File: config.mk
export PLATFORM = sky130hd
export DESIGN_NAME = ex_div_unit
export DESIGN_NICKNAME = d
export VERILOG_FILES = /design/src/rtl/ex_div_unit.sv
export SDC_FILE = /design/constraint.sdc
export NUM_CORES = 1
export LEC_CHECK = 0
export ABC_AREA = 1
export BUFFER_PORTS_ARGS = -buffer_cell sky130_fd_sc_hd__buf_4
export CAP_MARGIN = 5
export CORE_MARGIN = 2
export CORE_UTILIZATION = 45
export DETAILED_ROUTE_END_ITERATION = 12
export PLACE_DENSITY = 0.7
export SLEW_MARGIN = 20
export SYNTH_ARGS = -nofsm -noshare
export SYNTH_HDL_FRONTEND = slang
export SYNTH_SLANG_ARGS = --single-unit
File: constraint.sdc
create_clock -name clk -period 5.6 [get_ports clk]
set_input_delay 1.12 -clock clk [delete_from_list [all_inputs] [get_ports clk]]
set_output_delay 1.12 -clock clk [all_outputs]
set_load 0.05 [all_outputs]
File: src/rtl/ex_div_unit.sv
// Iterative radix-2 restoring divider for RV32M DIV/DIVU/REM/REMU in the EX stage.
// Requests a pipeline stall while busy and holds its result in DONE while EX is frozen.
module ex_div_unit #(
  parameter int XLEN  = 32,
  parameter int CNT_W = 6
) (
  input  logic            clk,
  input  logic            rst_n,
  input  logic            Div_Start,
  input  logic [1:0]      Div_Op,
  input  logic [XLEN-1:0] Div_Dividend,
  input  logic [XLEN-1:0] Div_Divisor,
  input  logic            Div_Flush,
  input  logic            Div_Hold,
  output logic            EX_StallReq,
  output logic [XLEN-1:0] Div_Result,
  output logic            Div_Valid,
  output logic            Div_Busy
);

  typedef enum logic [1:0] {S_IDLE = 2'b00, S_CALC = 2'b01, S_DONE = 2'b10} state_t;

  state_t            r_state;
  state_t            w_next;
  logic [CNT_W-1:0]  r_cnt;
  logic [XLEN-1:0]   r_rem;
  logic [XLEN-1:0]   r_quo;
  logic [XLEN-1:0]   r_dvsr;
  logic [XLEN-1:0]   r_result;
  logic              r_neg_q;
  logic              r_neg_r;
  logic              r_is_rem;

  logic              w_accept;
  logic              w_signed;
  logic              w_a_neg;
  logic              w_b_neg;
  logic [XLEN-1:0]   w_abs_a;
  logic [XLEN-1:0]   w_abs_b;
  logic              w_div_zero;
  logic              w_ovf;
  logic              w_special;
  logic [XLEN-1:0]   w_spec_res;
  logic [XLEN:0]     w_shift;
  logic [XLEN:0]     w_sub;
  logic              w_ge;
  logic [XLEN-1:0]   w_rem_nxt;
  logic [XLEN-1:0]   w_quo_nxt;
  logic              w_last;
  logic [XLEN-1:0]   w_fin;

  function automatic logic [XLEN-1:0] f_sign_fix(input logic neg, input logic [XLEN-1:0] v);
    return neg ? -v : v;
  endfunction

  assign w_accept   = (r_state == S_IDLE) && Div_Start && !Div_Flush;
  assign w_signed   = ~Div_Op[0];
  assign w_a_neg    = w_signed & Div_Dividend[XLEN-1];
  assign w_b_neg    = w_signed & Div_Divisor[XLEN-1];
  assign w_abs_a    = f_sign_fix(w_a_neg, Div_Dividend);
  assign w_abs_b    = f_sign_fix(w_b_neg, Div_Divisor);
  assign w_div_zero = (Div_Divisor == '0);
  // Signed most-negative / -1 overflows; RV32M defines the result rather than trapping.
  assign w_ovf      = w_signed && (Div_Dividend == {1'b1, {(XLEN-1){1'b0}}}) && (&Div_Divisor);
  assign w_special  = w_div_zero | w_ovf;
  assign w_spec_res = w_div_zero ? (Div_Op[1] ? Div_Dividend : '1)
                                 : (Div_Op[1] ? '0 : Div_Dividend);

  // One restoring step: shift next dividend bit into the partial remainder, try subtract.
  assign w_shift   = {r_rem, r_quo[XLEN-1]};
  assign w_sub     = w_shift - {1'b0, r_dvsr};
  assign w_ge      = ~w_sub[XLEN];
  assign w_rem_nxt = w_ge ? w_sub[XLEN-1:0] : w_shift[XLEN-1:0];
  assign w_quo_nxt = {r_quo[XLEN-2:0], w_ge};
  assign w_last    = (r_state == S_CALC) && (r_cnt == '0);
  assign w_fin     = r_is_rem ? f_sign_fix(r_neg_r, w_rem_nxt) : f_sign_fix(r_neg_q, w_quo_nxt);

  always_comb begin
    w_next      = r_state;
    EX_StallReq = 1'b0;
    case (r_state)
      S_IDLE: begin
        EX_StallReq = w_accept;
        if (w_accept) w_next = w_special ? S_DONE : S_CALC;
      end
      S_CALC: begin
        EX_StallReq = 1'b1;
        if (r_cnt == '0) w_next = S_DONE;
      end
      S_DONE: begin
        if (!Div_Hold) w_next = S_IDLE;
      end
      default: w_next = S_IDLE;
    endcase
    if (Div_Flush) begin
      w_next      = S_IDLE;
      EX_StallReq = 1'b0;
    end
  end

  always_ff @(posedge clk or negedge rst_n) begin
    if (!rst_n) begin
      r_state  <= S_IDLE;
      r_cnt    <= '0;
      r_result <= '0;
    end else begin
      r_state <= w_next;
      if (w_accept) begin
        r_cnt <= CNT_W'(XLEN-1);
        if (w_special) r_result <= w_spec_res;
      end else if (r_state == S_CALC && r_cnt != '0) begin
        r_cnt <= r_cnt - CNT_W'(1);
      end
      if (w_last && !Div_Flush) r_result <= w_fin;
    end
  end

  // Datapath registers carry no reset; they are always loaded on accept before use.
  always_ff @(posedge clk) begin
    if (w_accept) begin
      r_rem    <= '0;
      r_quo    <= w_abs_a;
      r_dvsr   <= w_abs_b;
      r_neg_q  <= w_a_neg ^ w_b_neg;
      r_neg_r  <= w_a_neg;
      r_is_rem <= Div_Op[1];
    end else if (r_state == S_CALC) begin
      r_rem <= w_rem_nxt;
      r_quo <= w_quo_nxt;
    end
  end

  assign Div_Result = r_result;
  assign Div_Valid  = (r_state == S_DONE);
  assign Div_Busy   = (r_state != S_IDLE);

endmodule
# Word-level counts from Yosys, hierarchy flattened
# Index checks and enable logic that the tools add are counted.
[op_classes] addsub=6 n_eq_ne=6 n_mux=24 bitwise_logic=6 reduce_logical=20
[ops] op="2-to-1 mux 32 bit" count=14
[ops] op="negator 32 bit" count=4
[ops] op="subtractor 33 x 32 -> 33 bit" count=1
[ops] op="== test 32 bit, second input constant" count=1
[ops] op="zero test 32 bit" count=1
[ops] op="AND reduction 32 bit" count=1
[ops] op="2-to-1 mux 6 bit" count=2
[ops] op="2-to-1 mux 2 bit" count=5
[ops] op="nonzero test 2 bit" count=5
[ops] op="logical AND 1 bit" count=7
[ops] op="zero test 6 bit" count=1
[ops] op="inequality test 3 bit, second input constant" count=2
[ops] op="case mux 2 bit (3 select lines)" count=1
[ops] op="nonzero test 6 bit" count=1
[ops] op="subtractor 6 x 1 -> 6 bit, second input constant" count=1
[ops] op="inequality test 3 x 2 -> 1 bit, second input constant" count=1
[ops] op="AND reduction 3 bit" count=1
[ops] op="AND 1 bit" count=2
[ops] op="== test 2 x 1 -> 1 bit, second input constant" count=1
[ops] op="== test 2 bit, second input constant" count=1
[ops] op="zero test 2 bit" count=1
[ops] op="NOT 1 bit" count=2
[ops] op="case mux 1 bit (2 select lines)" count=1
[ops] op="AND reduction 2 bit" count=1
[ops] op="4 further kinds" count=4
[word_totals] reg_bits=139 out_inout_bits=35

# Logic depth before layout (Yosys ltp)
# Gate-level depths: netlist (run 1).
[logic_depth] depth_word=8 ltp_mapped=32 depth_no_buf=30

# Worst setup path before layout (run 1)
# OpenSTA, ideal clock, no wires.
[synth_timing] kind="flip-flop to flip-flop" from="reg r_quo[31]" to="reg r_result[30] (netlist: Div_Result[30])" setup_ns=0.118 arrival_time_ns=3.905 slack_ns=1.577 stages_incl_launch_ff=29 path_buffers=2 period_less_slack_ns=4.023 path_cell_list="edfxtp_1 -> inv_1 -> ha_1 -> inv_1 -> fa_1 -> nand2_1 -> nand2_1 -> nand3_1 -> nand2_2 -> nand2_2 -> nand2_2 -> nand2_4 -> nand3_4 -> nand2_8 -> buf_8 -> buf_6 -> ha_1 -> nand3_1 -> nor3_1 -> nand3_1 -> nor3_1 -> nand2_1 -> o21ai_1 -> o211ai_1 -> or3_1 -> a31oi_1 -> nand2_1 -> nand2_1 -> nand2_1"
[synth_via] elab_chain_len=6 word_cells_on_any_way=9 cone_classes="add/sub: 3; mux: 5; bitwise: 1"
[synth_lines] item="start, declared" line_no="27" source="logic [XLEN-1:0] r_quo;"
[synth_lines] item="start signal, assigned" line_no="122" source="r_quo <= w_abs_a;"
[synth_lines] item="start signal, assigned" line_no="129" source="r_quo <= w_quo_nxt;"
[synth_lines] item="subtractor 33 x 32 -> 33 bit" line_no="71" source="assign w_sub = w_shift - {1'b0, r_dvsr};"
[synth_lines] item="2-to-1 mux 32 bit or NOT 1 bit (tied branches)" line_no="73, 72"
[synth_lines] item="negator 32 bit" line_no="53" source="return neg ? -v : v;"
[synth_lines] item="2-to-1 mux 32 bit" line_no="53"
[synth_lines] item="2-to-1 mux 32 bit *" line_no="76" source="assign w_fin = r_is_rem ? f_sign_fix(r_neg_r, w_rem_nxt) : f_sign_fix(r_neg_q, w_quo_nxt);"
[synth_lines] item="2-to-1 mux 32 bit *" line_no="114" source="if (w_last && !Div_Flush) r_result <= w_fin;"
[synth_lines] item="end signal, assigned" line_no="110" source="if (w_special) r_result <= w_spec_res;"
[synth_lines] item="end signal, assigned" line_no="114"
[synth_lines] item="end, declared" line_no="29" source="logic [XLEN-1:0] r_result;"
# Every way passes the cells marked *; elsewhere a longest branch is shown, timed or not.
# A chain may end at the register's enable or synchronous reset.

# Worst setup path in the final report (run 1)
# Same ends and word-level chain as after synthesis.

==> flow_metrics.tcl, run 1 <==
set metrics [dict create \
    rows 61 \
    cts_max_path_buffers 2 \
    wl_met2_mm 18.6 \
    mostFrequentLayoutCells "nand2_1, inv_1, nor2_1, o21ai_0, nand3_1" \
    final_common_cell "nand2_1" \
    grt_pass1_vias 11900 \
    p_comb_frac 0.593 \
    die-area_um2 29400 \
    stdcell_area_um2 14200 \
    grt_usage 0.275 \
    grt_antenna_before_repair 0 \
    dp_slack_ps 978 \
    synth_ff_type "edfxtp_1" \
    r2r_start "r_quo[31]" \
    drive_gt1_frac 0.110 \
    cts_hold_buf 0 \
    floorplan.initialDensity 0.456 \
    p_switching_mw 3.31 \
    r2r_cells 26 \
    rsz0062_at_grt "false" \
    slew_viol_final 0 \
    fin_crit_ps 4710 \
    regArea_um2 3650 \
    worst_ir_drop_vdd_v 0.000339 \
    cap_violations 0 \
    syn-cell-area_um2 12600 \
    synth_seq_cells 139 \
    routedWlPerCell_um 16.5 \
    synth_nets 2093 \
    seqPwrFrac 0.230 \
    arrival_ps 5040 \
    whs_ps 482 \
    cts_setup_buffers 0 \
    switching_share 0.521 \
    async_reset_ff_frac 0.288 \
    fmax_ghz 0.212 \
    cp_max_fo 50 \
    highest_layer "met4" \
    die_w_um 172 \
    core-area_um2 27700 \
    yosysSeqAreaShare 0.289 \
    gp_congestion 0.958 \
    synth_cell_types 55 \
    cts_tree "done" \
    cts.sinks 139 \
    grt-ovfl-total 0 \
    min_path_cells 2 \
    cts.clk_slew.worst_paths_ps 70 \
    insertion_delay_ps 440 \
    first_pass_iters 7 \
    end_kind "register" \
    setup_ws_ps 894 \
    skew_ps 12.3 \
    powerDensity_nw_per_um2 447 \
    status "finished clean" \
    slew_headroom 0.339 \
    vias_per_cell 5.43 \
    synth_cells 1982 \
    finalHoldViolCount 0 \
    grt_max_degree 68 \
    ctsRootBufferMaster "clkbuf_16" \
    start_kind "register" \
    dp_hpwl_mm 30.9 \
    dr_wl_met3_mm 2.63 \
    numCtsBuffers 17 \
    cts.repair.resized 0 \
    min_from "Div_Result[25]" \
    avgSynthCellArea_um2 6.37 \
    ant_nets 0 \
    grt_pass1_wl_mm 63.4 \
    crit_type "register to register" \
    multi_input_area_um2 7670 \
    port_buffers 105 \
    holdPathEnd "Div_Result[25]" \
    setup_tns_ps 0 \
    fin_nets 2164 \
    htree_levels 4 \
    r2r_end "Div_Result[30]" \
    io_pins 106 \
    synth_warnings 0 \
    area_delta_synth_final_pct 12.6 \
    fillers 2829 \
    dr.first_iter.drc_count 1450 \
    power.total_mw 6.36 \
    internal_power_mw 3.04 \
    worst_pin_slew_ps 991 \
    routed_wirelength_mm 40.2 \
    rrSetupSlack_ps 890 \
    critPathRequiredTime_ps 5930 \
    postPlaceCellArea_um2 13700 \
    diodes 0 \
    dp_cells 2412 \
    vias 13300 \
    fin_crit_sh 0.840 \
    fin_util 0.514 \
    clkPwrFrac 0.177 \
    die_y_um 172 \
    instances_no_fill 2444 \
    drc_errors 0 \
    synth-edff-count 67 \
    hold_class "register to register" \
    m1WireLength_mm 18.5 \
    total_leakage_power_nw 6.96 \
    finalSetupViolations 0 \
]
-- state kept, by name, summed over array words and instances (netlist names) --
register    cells
Div_Result     32
r_cnt           6
r_dvsr         32
r_is_rem        1
r_neg_q         1
r_neg_r         1
r_quo          32
r_rem          32
r_state         2
-- worst max-delay path, stage by stage (launching register included) --
cell and delay, ps:
edfxtp_1 350, inv_1 80, ha_1 140, inv_1 70
fa_1 390, nand2_1 90, nand2_1 90, nand3_1 110
nand2_2 90, nand2_2 90, nand2_2 80, nand2_4 100
nand3_4 130, nand2_8 310, ha_1 250, nand3_1 120
nor3_1 270, nand3_1 180, nor3_1 300, nand2_1 170
o21ai_1 300, o211ai_1 210, or3_1 350, a31oi_1 140
nand2_1 70, nand2_1 50, nand2_1 50
-- power by group through the flow --
stage	combinational (mW)	sequential, mW	clock, mW
after floorplan	2.94	1.42	0
after global routing	4.23	1.48	1.17
after CTS	3.72	1.46	1.13
final	3.77	1.47	1.12
after global placement	3.65	1.48	0
after detailed placement	3.70	1.48	0
-- cell families (layout without fill, tap and decap cells) --
kind of cell | count (synthesis) | count (layout) | synth area share
adder cells (fa/ha/maj) | 40 | 40 | 0.0402
flip-flops | 139 | 139 | 0.289
XOR/XNOR | 74 | 74 | 0.0513
AND/OR/NAND/NOR | 1040 | 1040 | 0.358
AO/OA/AOI/OAI | 362 | 362 | 0.157
buffers and inverters | 327 | 411 | 0.105
-- Yosys cell counts, drive strengths merged (2+ instances only) --
master  instances  area, um^2
nor2          179         714
o22ai          27         169
nand3         149         786
nor4           16         115
nand4          26         163
o31ai           5        37.5
xnor2          20         175
dfxtp          32         641
o221ai          2        17.5
nand3b          2        15.0
o41ai           3        26.3
dfrtp          40        1000
nand2         624        2470
xor2           54         473
buf            21         174
or2             7        43.8
o21bai          4        41.3
clkbuf         44         165
a21o            3        22.5
o21ai         187         947
clkinv          2        7.51
ha             39         488
a21oi         113         596
a31oi           8        50.1
nor3           33         180
o211ai          8        60.1
inv           260         976
edfxtp         67        2010
-- how the worst max path moves through the flow --
| stage | start | to | slack [ps] |
|---|---|---|---|
| 6_report | r_quo[31] | Div_Result[30] | 890 |
| 5_1_grt | r_quo[31] | Div_Result[30] | 410 |
| 4_1_cts | r_quo[31] | Div_Result[30] | 970 |
| 3_5_place_dp | r_quo[31] | Div_Result[30] | 980 |
| 3_3_place_gp | r_quo[31] | Div_Result[30] | 1130 |
| 2_1_floorplan | r_quo[31] | Div_Result[30] | 1580 |
-- area by class of cell --
cell class / count / share of cell area
Clock buffer: 19 / 0.0326
Clock inverter: 13 / 0.00721
Inverter: 262 / 0.0691
Multi-Input combinational cell: 1516 / 0.539
Sequential cell: 139 / 0.257
Tap cell: 378 / 0.0332
Timing Repair Buffer: 117 / 0.0617
-- routing by layer --
layer,track usage,vias to the layer above
li1,-,6631
met1,0.390,6117
met2,0.448,479
met3,0.0364,39
met4,0.0571,0
met5,0,-
Power figures use the tool's default switching activity.
==> inputs of run 2 (changes only) <==
Clock period 5.6 ns to 4.8 ns, I/O delays scaled along.
==> flow_metrics.tcl, run 2 (same netlist as run 1, synthesis figures left out) <==
set metrics [dict create \
    total_leakage_power_nw 6.98 \
    numCtsBuffers 17 \
    cp_max_fo 49 \
    stdcell_area_um2 14300 \
    grt_max_degree 68 \
    floorplan.initialDensity 0.456 \
    die_w_um 172 \
    die-area_um2 29400 \
    end_kind "register" \
    diodes 0 \
    setup_tns_ps 0 \
    cts_max_path_buffers 2 \
    cp_slowest_cell "buf_4" \
    finalHoldViolCount 0 \
    first_pass_iters 6 \
    cts_hold_buf 0 \
    status "finished clean" \
    dr_wl_met3_mm 2.96 \
    grt_usage 0.275 \
    final_common_cell "nand2_1" \
    fin_crit_sh 0.897 \
    ctsRootBufferMaster "clkbuf_16" \
    rows 61 \
    gp_congestion 0.950 \
    fin_nets 2166 \
    routedWlPerCell_um 16.3 \
    die_y_um 172 \
    dp_hpwl_mm 30.8 \
    arrival_ps 4630 \
    htree_levels 4 \
    crit_top_cell "nand2_1" \
    slew_headroom 0.373 \
    ant_nets 0 \
    highest_layer "met4" \
    slew_viol_final 0 \
    worst_ir_drop_vdd_v 0.000368 \
    fmax_ghz 0.232 \
    dp_cells 2414 \
    cap_violations 0 \
    critPathRequiredTime_ps 5130 \
    mostFrequentLayoutCells "nand2_1, inv_1, nor2_1, o21ai_0, nand3_1" \
    drive_gt1_frac 0.112 \
    grt_antenna_before_repair 0 \
    finalSetupViolations 0 \
    cts.clk_slew.worst_paths_ps 70 \
    cpPeakStageDelay_ps 420 \
    grt_pass1_vias 12100 \
    cts_tree "done" \
    routed_wirelength_mm 39.9 \
    vias 13300 \
    dr.first_iter.drc_count 1327 \
    rsz0062_at_grt "false" \
    port_buffers 105 \
    core-area_um2 27700 \
    drc_errors 0 \
    start_kind "register" \
    grt_pass1_wl_mm 63.2 \
    io_pins 106 \
    insertion_delay_ps 440 \
    worst_pin_slew_ps 939 \
    crit_type "register to register" \
    powerDensity_nw_per_um2 522 \
    cts.sinks 139 \
    vias_per_cell 5.42 \
    area_delta_synth_final_pct 13.0 \
    fin_crit_ps 4310 \
    skew_ps 19.0 \
    cts_setup_buffers 0 \
    wl_met2_mm 17.6 \
    instances_no_fill 2446 \
    m1WireLength_mm 18.4 \
    hold_class "register to register" \
    grt-ovfl-total 0 \
    postPlaceCellArea_um2 13700 \
]
==> run 2: final timing paths <==
path,start,endpoint,slack [ps],cells after the start
max in group asynchronous,rst_n,r_cnt[3],3890,1
hold reg to reg,Div_Result[15],Div_Result[15],480,2
hold / removal,Div_Result[15],Div_Result[15],480,2
setup reg to reg,r_quo[31],Div_Result[30],490,28
min in group asynchronous,rst_n,Div_Result[21],510,1
setup / recovery,r_quo[31],Div_Result[30],490,28
==> run 2: where the power goes <==
part	internal, mW	switching (mW)
combinational	1.36	3.04
clock	0.769	0.596
sequential	1.49	0.208
==> run 2: layer usage <==
layer  up-vias  global-route usage
met5         -                   0
met1      6084               0.389
li1       6648                   -
met2       489               0.430
met4         0              0.0833
met3        46              0.0465
==> run 2: stage by stage <==
step	worst slack (ps)	power, mW	utilization	hold WS, ps
after detailed placement	288	6.04	0.494	469
after CTS	466	7.42	0.515	487
after global routing	3.97	8.12	0.515	505
after global placement	-68.2	5.98	0.494	464
after floorplan	777	5.09	-	458
final	495	7.46	0.515	479
==> run 2: cell type report <==
class	instances	area [um^2]
fillers	2818	13400
multi-input cells	1516	7680
flip-flops and latches	139	3650
inverters	262	983
repair buffers	119	893
well taps	378	473
clock buffers	19	464
clock inverters	13	126
==> run 2: what timing repair did <==
action	in CTS	in global routing
endpoints found under the hold margin	0	0
resized for setup	0	1
setup endpoints to repair	0	1
==> run 2: critical path: cells and delay by family, from the launching register on <==
kind	cells	cell delay (ps)
and+or+nand+nor	22	2490
adders and majority gates	3	760
buffers and inverters	3	570
DFF	1	360
